<file path="config.mk">
export PLATFORM = sky130hd
export DESIGN_NAME = burst_scheduler
export DESIGN_NICKNAME = d
export VERILOG_FILES = /design/src/rtl/drsstc_pkg.sv /design/src/rtl/sync.sv /design/src/rtl/tick_gen.sv /design/src/rtl/burst_scheduler.sv
export SDC_FILE = /design/constraint.sdc
export NUM_CORES = 1
export LEC_CHECK = 0
export ABC_AREA = 1
export BUFFER_PORTS_ARGS = -buffer_cell sky130_fd_sc_hd__buf_2
export CELL_PAD_IN_SITES_DETAIL_PLACEMENT = 0
export CELL_PAD_IN_SITES_GLOBAL_PLACEMENT = 1
export CORE_MARGIN = 2
export CORE_UTILIZATION = 44
export DETAILED_ROUTE_END_ITERATION = 8
export GPL_ROUTABILITY_DRIVEN = 0
export PLACE_DENSITY_LB_ADDON = 0.1
export SLEW_MARGIN = 20
export SYNTH_ARGS = -nofsm -noshare
export SYNTH_HDL_FRONTEND = slang
export SYNTH_HIERARCHICAL = 1
export SYNTH_SLANG_ARGS = --single-unit
</file>
<file path="constraint.sdc">
create_clock -name clk_i -period 3.1 [get_ports clk_i]
set_input_delay 0.155 -clock clk_i [delete_from_list [all_inputs] [get_ports clk_i]]
set_output_delay 0.155 -clock clk_i [all_outputs]
set_load 0.1 [all_outputs]
</file>
<file path="src/rtl/drsstc_pkg.sv">
// Shared types and default constants for the DRSSTC control blocks.
package drsstc_pkg;

    typedef enum logic [1:0] {
        StIdle = 2'd0,
        StOn   = 2'd1,
        StOff  = 2'd2,
        StLock = 2'd3
    } burst_state_t;

    localparam int unsigned TICK_DIV_DEF = 100;
    localparam int unsigned MAX_ON_DEF   = 200;

endpackage

</file>
<file path="src/rtl/sync.sv">
// Two-flop synchronizer for a single asynchronous level.
module sync (
    input  logic clk_i,
    input  logic rst_i,
    input  logic d_i,
    output logic q_o
);

    logic meta_q;
    logic sync_q;

    always_ff @(posedge clk_i or posedge rst_i) begin
        if (rst_i) begin
            meta_q <= 1'b0;
            sync_q <= 1'b0;
        end else begin
            meta_q <= d_i;
            sync_q <= meta_q;
        end
    end

    assign q_o = sync_q;

endmodule

</file>
<file path="src/rtl/tick_gen.sv">
// Prescaler: one-cycle tick strobe every DIV clocks, restartable by clr_i.
module tick_gen #(
    parameter int unsigned DIV = 100
) (
    input  logic clk_i,
    input  logic rst_i,
    input  logic clr_i,
    output logic tick_o
);

    localparam int unsigned CntW = (DIV > 1) ? $clog2(DIV) : 1;
    localparam logic [CntW-1:0] Last = CntW'(DIV - 1);

    logic [CntW-1:0] cnt_q;
    logic [CntW-1:0] cnt_d;

    always_comb begin
        cnt_d = cnt_q + CntW'(1);
        if (clr_i || (cnt_q == Last)) begin
            cnt_d = '0;
        end
    end

    always_ff @(posedge clk_i or posedge rst_i) begin
        if (rst_i) begin
            cnt_q <= '0;
        end else begin
            cnt_q <= cnt_d;
        end
    end

    assign tick_o = (cnt_q == Last);

endmodule

</file>
<file path="src/rtl/burst_scheduler.sv">
// Interrupter enable-window sequencer: periodic clamped gate pulse with OCD fault lockout.
module burst_scheduler
    import drsstc_pkg::*;
#(
    parameter int unsigned CNT_W     = 16,
    parameter int unsigned TICK_DIV  = TICK_DIV_DEF,
    parameter int unsigned MAX_ON    = MAX_ON_DEF,
    parameter int unsigned FAULT_MAX = 4,
    localparam int unsigned FC_W     = $clog2(FAULT_MAX + 1)
) (
    input  logic             clk_i,
    input  logic             rst_i,
    input  logic             en_i,
    input  logic [CNT_W-1:0] period_i,
    input  logic [CNT_W-1:0] on_time_i,
    input  logic             ocd_i,
    output logic             gate_o,
    output logic             fault_lock_o,
    output logic [FC_W-1:0]  fault_cnt_o,
    output logic             busy_o
);

    localparam logic [CNT_W-1:0] MaxOnC  = CNT_W'(MAX_ON);
    localparam logic [FC_W-1:0]  FcMaxC  = FC_W'(FAULT_MAX);

    burst_state_t     state_q, state_d;
    logic [CNT_W-1:0] tcnt_q, tcnt_d;
    logic [CNT_W-1:0] per_q, per_d;
    logic [CNT_W-1:0] on_q, on_d;
    logic             faulted_q, faulted_d;
    logic [FC_W-1:0]  fcnt_q, fcnt_d;
    logic             gate_q;
    logic             lock_q;

    logic             ocd_s;
    logic             tick;
    logic             clr;
    logic             launch;
    logic             start;
    logic [CNT_W-1:0] tcnt_inc;
    logic [CNT_W-1:0] on_lim;
    logic [CNT_W-1:0] on_clamp;
    logic [FC_W-1:0]  fcnt_end;

    sync u_ocd_sync (
        .clk_i (clk_i),
        .rst_i (rst_i),
        .d_i   (ocd_i),
        .q_o   (ocd_s)
    );

    tick_gen #(
        .DIV (TICK_DIV)
    ) u_tick_gen (
        .clk_i  (clk_i),
        .rst_i  (rst_i),
        .clr_i  (clr),
        .tick_o (tick)
    );

    // Clamp: min(on_time, MAX_ON, period-1); period 0 never launches a burst.
    always_comb begin
        on_lim   = (on_time_i < MaxOnC) ? on_time_i : MaxOnC;
        on_clamp = (on_lim < (period_i - CNT_W'(1))) ? on_lim : (period_i - CNT_W'(1));
    end

    assign start    = en_i && (period_i != '0);
    assign tcnt_inc = tcnt_q + CNT_W'(1);

    always_comb begin
        state_d   = state_q;
        tcnt_d    = tcnt_q;
        per_d     = per_q;
        on_d      = on_q;
        faulted_d = faulted_q;
        fcnt_d    = fcnt_q;
        clr       = 1'b0;
        launch    = 1'b0;
        fcnt_end  = '0;
        if (faulted_q) begin
            fcnt_end = (fcnt_q == FcMaxC) ? fcnt_q : fcnt_q + FC_W'(1);
        end

        unique case (state_q)
            StIdle: begin
                launch = start;
            end
            StOn: begin
                if (tick) begin
                    tcnt_d = tcnt_inc;
                end
                if (!en_i) begin
                    state_d = StIdle;
                end else if (ocd_s) begin
                    state_d   = StOff;
                    faulted_d = 1'b1;
                    clr       = 1'b1;
                end else if (tick && (tcnt_inc == on_q)) begin
                    state_d = StOff;
                    clr     = 1'b1;
                end
            end
            StOff: begin
                if (tick) begin
                    tcnt_d = tcnt_inc;
                end
                if (!en_i) begin
                    state_d = StIdle;
                end else if (tick && (tcnt_inc == per_q)) begin
                    fcnt_d = fcnt_end;
                    if (fcnt_end == FcMaxC) begin
                        state_d = StLock;
                    end else if (start) begin
                        launch = 1'b1;
                    end else begin
                        state_d = StIdle;
                    end
                end
            end
            StLock: begin
                if (!en_i) begin
                    state_d = StIdle;
                    fcnt_d  = '0;
                end
            end
            default: begin
                state_d = StIdle;
            end
        endcase

        if (launch) begin
            per_d     = period_i;
            on_d      = on_clamp;
            tcnt_d    = '0;
            faulted_d = 1'b0;
            clr       = 1'b1;
            state_d   = (on_clamp == '0) ? StOff : StOn;
        end
    end

    always_ff @(posedge clk_i or posedge rst_i) begin
        if (rst_i) begin
            state_q   <= StIdle;
            tcnt_q    <= '0;
            per_q     <= '0;
            on_q      <= '0;
            faulted_q <= 1'b0;
            fcnt_q    <= '0;
            gate_q    <= 1'b0;
            lock_q    <= 1'b0;
        end else begin
            state_q   <= state_d;
            tcnt_q    <= tcnt_d;
            per_q     <= per_d;
            on_q      <= on_d;
            faulted_q <= faulted_d;
            fcnt_q    <= fcnt_d;
            gate_q    <= (state_d == StOn);
            lock_q    <= (state_d == StLock);
        end
    end

    assign gate_o       = gate_q;
    assign fault_lock_o = lock_q;
    assign fault_cnt_o  = fcnt_q;
    assign busy_o       = (state_q != StIdle);

endmodule

</file>
# Word level (Yosys, flattened, before mapping)
# Index checks and enable logic that the tools add are counted.
classes:
  addsub: 4
  n_lt_le_gt_ge: 2
  eq_ne: 13
  mux: 37
  reduce_logical: 18
ops:
  columns: ["cell", "n"]
  rows:
  - ["two-way mux 16 bit", 5]
  - ["equality test 16 bit", 2]
  - ["two-way mux 2 bit", 10]
  - ["adder 16 x 1 -> 16 bit, second input constant", 1]
  - ["logical NOT 16 bit", 1]
  - ["less-than comparator 16 bit", 1]
  - ["less-than comparator 16 x 8 -> 1 bit, second input constant", 1]
  - ["nonzero test 16 bit", 1]
  - ["subtractor 16 x 1 -> 16 bit, second input constant", 1]
  - ["two-way mux 3 bit", 5]
  - ["nonzero test 2 bit", 7]
  - ["two-way mux 1 bit", 13]
  - ["adder 7 x 1 -> 7 bit, second input constant", 1]
  - ["equality test 7 bit, second input constant", 1]
  - ["two-way mux 7 bit", 1]
  - ["equality test 2 bit, second input constant", 3]
  - ["equality test 3 bit, second input constant", 2]
  - ["!= test 2 bit, second input constant", 3]
  - ["one-hot mux 2 bit (3 select lines)", 1]
  - ["one-hot mux 3 bit (2 select lines)", 1]
  - ["equality test 2 x 1 -> 1 bit, second input constant", 2]
  - ["AND reduction 4 bit", 1]
  - ["adder 3 x 1 -> 3 bit, second input constant", 1]
  - ["logical AND 1 bit", 3]
  - ["other kinds (6)", 6]
word_totals:
  reg_bits: 65
  output_inout_bits: 6
  wordCells: 85

# Depth between registers and ports, before layout
logic_depth:
  depth_word: 11
  depth_mapped: 24

# By module
# Netlist, hierarchy kept.
by_module_without_submodules:
  columns: ["module", "n_inst", "cells_per_inst", "area_per_inst_um2"]
  rows:
  - ["burst_scheduler", 1, 648, 4416.7]
  - ["tick_gen", 1, 43, 371.6]
  - ["sync", 1, 3, 53.8]

# Worst setup path before layout
# Ideal clock, no wire load.
synth_path:
  path_kind: "input to register"
  from: "input port period_i[0]"
  to: "register lock_q, in the netlist fault_lock_o"
  arrival_ns: 2.758
  t_required_ns: 2.982
  path_slack_ns: 0.224
  cell_stages: 22
  path_cell_list: "inv_1 > ha_1 > nand3_1 > nor2_1 > nand2_1 > nor2_1 > nand3_1 > nor2_1 > xor2_1 > inv_1 > ha_1 > nand4_1 > nor3_1 > nand2_1 > nand2_1 > buf_2 > o21ai_0 > nand3_1 > nor2_1 > nand3_1 > nand2_1 > nor2_1"
synth_between:
  elab_chain_len: 9
  word_cells_on_any_way: 19
  cone_classes: "add/sub (1); order compare (1); eq/ne (1); mux (13); reduce/logical (3)"
synth_rtl:
  columns: ["item", "line", "text"]
  rows:
  - ["from (decl)", "burst_scheduler.sv:14", "input logic [CNT_W-1:0] period_i,"]
  - ["parallel branches: the longest is 7 deep, another holds subtractor 16 x 1 -> 16 bit", null, null]
  - ["two-way mux 2 bit (*)", "burst_scheduler.sv:131", "if (launch) begin"]
  - ["equality test 2 bit (*)", "burst_scheduler.sv:159", "lock_q <= (state_d == StLock);"]
  - ["to (signal assigned)", "burst_scheduler.sv:159", null]
  - ["to (decl)", "burst_scheduler.sv:33", "logic lock_q;"]
# Every way passes the cells marked *.
# A chain may end at the register's enable or synchronous reset.

# Worst setup path after layout
layout_path:
  from: "register u_tick_gen.cnt_q[0]"
  to: "register tcnt_q[8]"
layout_between:
  elab_chain_len: 7
  word_cells_on_any_way: 9
  cone_classes: "eq/ne (1); mux (4); reduce/logical (4)"
layout_rtl:
  columns: ["item", "line", "text"]
  rows:
  - ["from (decl)", "tick_gen.sv:14", "logic [CntW-1:0] cnt_q;"]
  - ["from (signal assigned)", "tick_gen.sv:28", "cnt_q <= cnt_d;"]
  - ["equality test 7 bit (*)", "tick_gen.sv:32", "assign tick_o = (cnt_q == Last);"]
  - ["net tick", "burst_scheduler.sv:36", "logic tick;"]
  - ["logical AND 1 bit", "burst_scheduler.sv:109", "end else if (tick && (tcnt_inc == per_q)) begin"]
  - ["two-way mux 1 bit", "burst_scheduler.sv:109", null]
  - ["two-way mux 1 bit", "burst_scheduler.sv:107", "if (!en_i) begin"]
  - ["one-hot mux 1 bit (2 select lines)", "burst_scheduler.sv:84", "unique case (state_q)"]
  - ["nonzero test 2 bit (no line)", null, null]
  - ["AND reduction 2 bit (no line)", null, null]
  - ["to (signal assigned)", "burst_scheduler.sv:153", "tcnt_q <= tcnt_d;"]
  - ["to (decl)", "burst_scheduler.sv:27", "logic [CNT_W-1:0] tcnt_q, tcnt_d;"]
# Mark *: on every way through the listed nets, which the timed path passes. The rest lies on a longest branch.

==> qor.csv <==
metric,value,unit
worst_pin_slew,0.852,ns
finalNetCount,847,
gr-total-overflow,0,
yosysTopAreaCellShare,0.336,
first_global_vias,4379,
synth_top_family_by_area,simple AND/OR/NAND/NOR gates,
finalHoldViolations,0,
skew,0.0134,ns
synth_seq_cells,65,
cts_buffer_depth,2,
synth_edf_count,0,
via_per_inst,4.88,
relSlewSlack,0.431,
synth_largest_area_cell,dfrtp_1,
path_class,reg2reg,
place_hpwl,9710,um
h-tree-depth,3,
ant_nets,0,
seq_area,1630,um2
synth_area_leaders,"dfrtp_1 (34%), nand2_1 (15%), inv_1 (7.7%)",
ir_worst_vdd,0.000632,V
insertion_delay,0.35,ns
yosysUniqueCellTypes,45,
yosys.area_share.simple,0.332,
cts_sinks,65,
cts_inserted_buffers,9,
vias,4552,
fmaxAchievable,353,MHz
drc,0,
ys_top_cells_by_count,"nand2_1 (189), inv_1 (99), nor2_1 (77), dfrtp_1 (65), nand3_1 (45)",
synth_fa_ha_area_frac,0.0620,
drt-total-wl,11900,um
multi_input_area,2800,um2
path_clk_slew,0.08,ns
core.rowCount,38,
fin_util,0.532,
die_area,11900,um2
synth_compound_area_frac,0.115,
startpoint_type,flip-flop,
grt_pass1_wl,20500,um
outcome,completed,
fin_tns_setup,0,ns
crit_chain,"ha_2, nand2_1, nor2_1, buf_4, nand3_1, nor2_1, nand3_1, nor2_1, nand4_1, nor3_4, nand4_1, nand2_2, nand2_4, inv_4, buf_4, a211oi_1",
worstPathRequired,3.30,ns
cts_root_buffer,clkbuf_8,
drt_first_pass_iters,5,
hold_depth,3,
diodes,0,
ios,42,
hold_ws,0.0501,ns
p_leak,0.00295,uW
drive_gt1_frac,0.181,
slowest_delay,0.42,ns
synthMuxAreaShare,0,
syn_area,4840,um2
syn_avg_cell_area,6.98,um2
grt.total_usage,0.220,
grt_start_max_net_pins,45,
worst_r2r_path_depth,16,
core,10800,um2
post-cts-setup-buffers,0,
initial_utilization,0.449,
cpMaxStageDelayCell,dfrtp_1,
arrival,3.04,ns
worstPathMaxFanout,15,
die_x,109,um
async_flop_share,1.00,
yosysMostFrequentCell,nand2_1,
nFillCells,1093,
synth_warnings,6,
die_height,109,um
finalCritPeriodShare,0.915,
syn_to_final_growth,18.6,%
drv_slew,0,
ys.flop_type,dfrtp_1,
tritoncts,built,
hp-class,in2reg,
cellPowerDensity,648,nW/um2
wl_per_cell,12.8,um
synth-xor-area-share,0.0566,
total_power,3720,uW
cap_violations,0,
min_period,2.84,ns
postSynthCellCount,694,
port_buffers,41,
crit_path_frequent_cell,nor2_1,
crit_path_end_kind,flip-flop,
finalSetupViolCount,0,
antenna_found_initial,0,
synth-seq-area-share,0.336,
first_iter_violations,334,
-- power breakdown --
part / internal [uW] / total [uW] / switching, uW
combinational: 610 / 1700 / 1090
clock: 309 / 639 / 330
sequential: 1130 / 1380 / 246
total: 2050 / 3720 / 1670
-- final timing paths --
check / slack (ns) / start / end
worst max-delay path: 0.26 / u_tick_gen/cnt_q[0]$_DFF_PP0_ / tcnt_q[8]$_DFFE_PP0P_
worst min-delay path: 0.05 / period_i[14] / per_q[14]$_DFFE_PP0P_
worst max register to register: 0.26 / u_tick_gen/cnt_q[0]$_DFF_PP0_ / tcnt_q[8]$_DFFE_PP0P_
worst min register to register: 0.36 / u_ocd_sync/meta_q$_DFF_PP0_ / u_ocd_sync/q_o$_DFF_PP0_
max in group asynchronous: 1.87 / rst_i / on_q[4]$_DFFE_PP0P_
min in group asynchronous: 0.23 / rst_i / u_ocd_sync/q_o$_DFF_PP0_
-- cells by family (layout without fill, tap and decap cells) --
group	after synthesis	after routing
AOI/OAI and AO/OA	91	91
xor gates and xnor gates	28	28
adders and majority gates	24	24
buffers and inverters	117	208
DFF	65	65
other	1	8
and+or+nand+nor	368	368
-- placed cells by master (no fill, tap or decap), types with 15 or more instances in the layout --
master     n
nand2_1  187
nor2_1    77
o21ai_0   31
nand4_1   15
nand3_1   44
buf_4     42
dfrtp_1   65
buf_2     41
ha_1      23
o21ai_1   16
inv_1     97
xor2_1    21
-- flip-flops by register name, summed over array words and instances, names as in the netlist --
signal / cells
tcnt_q: 16
fault_cnt_o: 3
u_tick_gen/cnt_q: 7
u_ocd_sync/q_o: 1
u_ocd_sync/meta_q: 1
gate_o: 1
fault_lock_o: 1
per_q: 16
on_q: 16
state_q: 2
faulted_q: 1
-- metal layers --
metal | global-route usage | wire (um) | up-vias
li1 | - | - | 2404
met1 | 0.306 | 6080 | 2072
met5 | 0 | 0 | -
met4 | 0.0540 | 111 | 0
met3 | 0.0365 | 291 | 8
met2 | 0.356 | 5440 | 68
-- metrics by stage --
stage	worst slack [ns]	cell area (um2)	cells
after floorplan	0.224	4870	701
after global placement	-0.0660	5510	914
after detailed placement	-0.253	5510	914
after CTS	0.126	5700	932
after global routing	-0.00427	5740	932
final	0.264	5740	932
-- critical path: cells and delay by family, from the launching register on --
| family | cells | cell delay, ns |
|---|---|---|
| adder cells (fa/ha/maj) | 1 | 0.24 |
| buffers and inverters | 3 | 0.50 |
| AND/OR/NAND/NOR | 11 | 1.48 |
| AO/OA/AOI/OAI | 1 | 0.06 |
| flip-flops | 1 | 0.42 |
-- final cells by class --
cell class / instances / share of cell area
clock buffer: 11 / 0.0246
sequential: 65 / 0.283
inverter: 105 / 0.0691
clock inverter: 5 / 0.00545
multi-input combinational: 519 / 0.487
tap: 140 / 0.0305
timing repair buffer: 87 / 0.100
-- what timing repair did --
action,4_1_cts,5_1_grt
hold buffers,2,0
endpoints found under the hold margin,10,0
endpoints found under the setup margin,0,50
resized for setup,0,15
No activity file was read; power rests on OpenSTA's default activity.
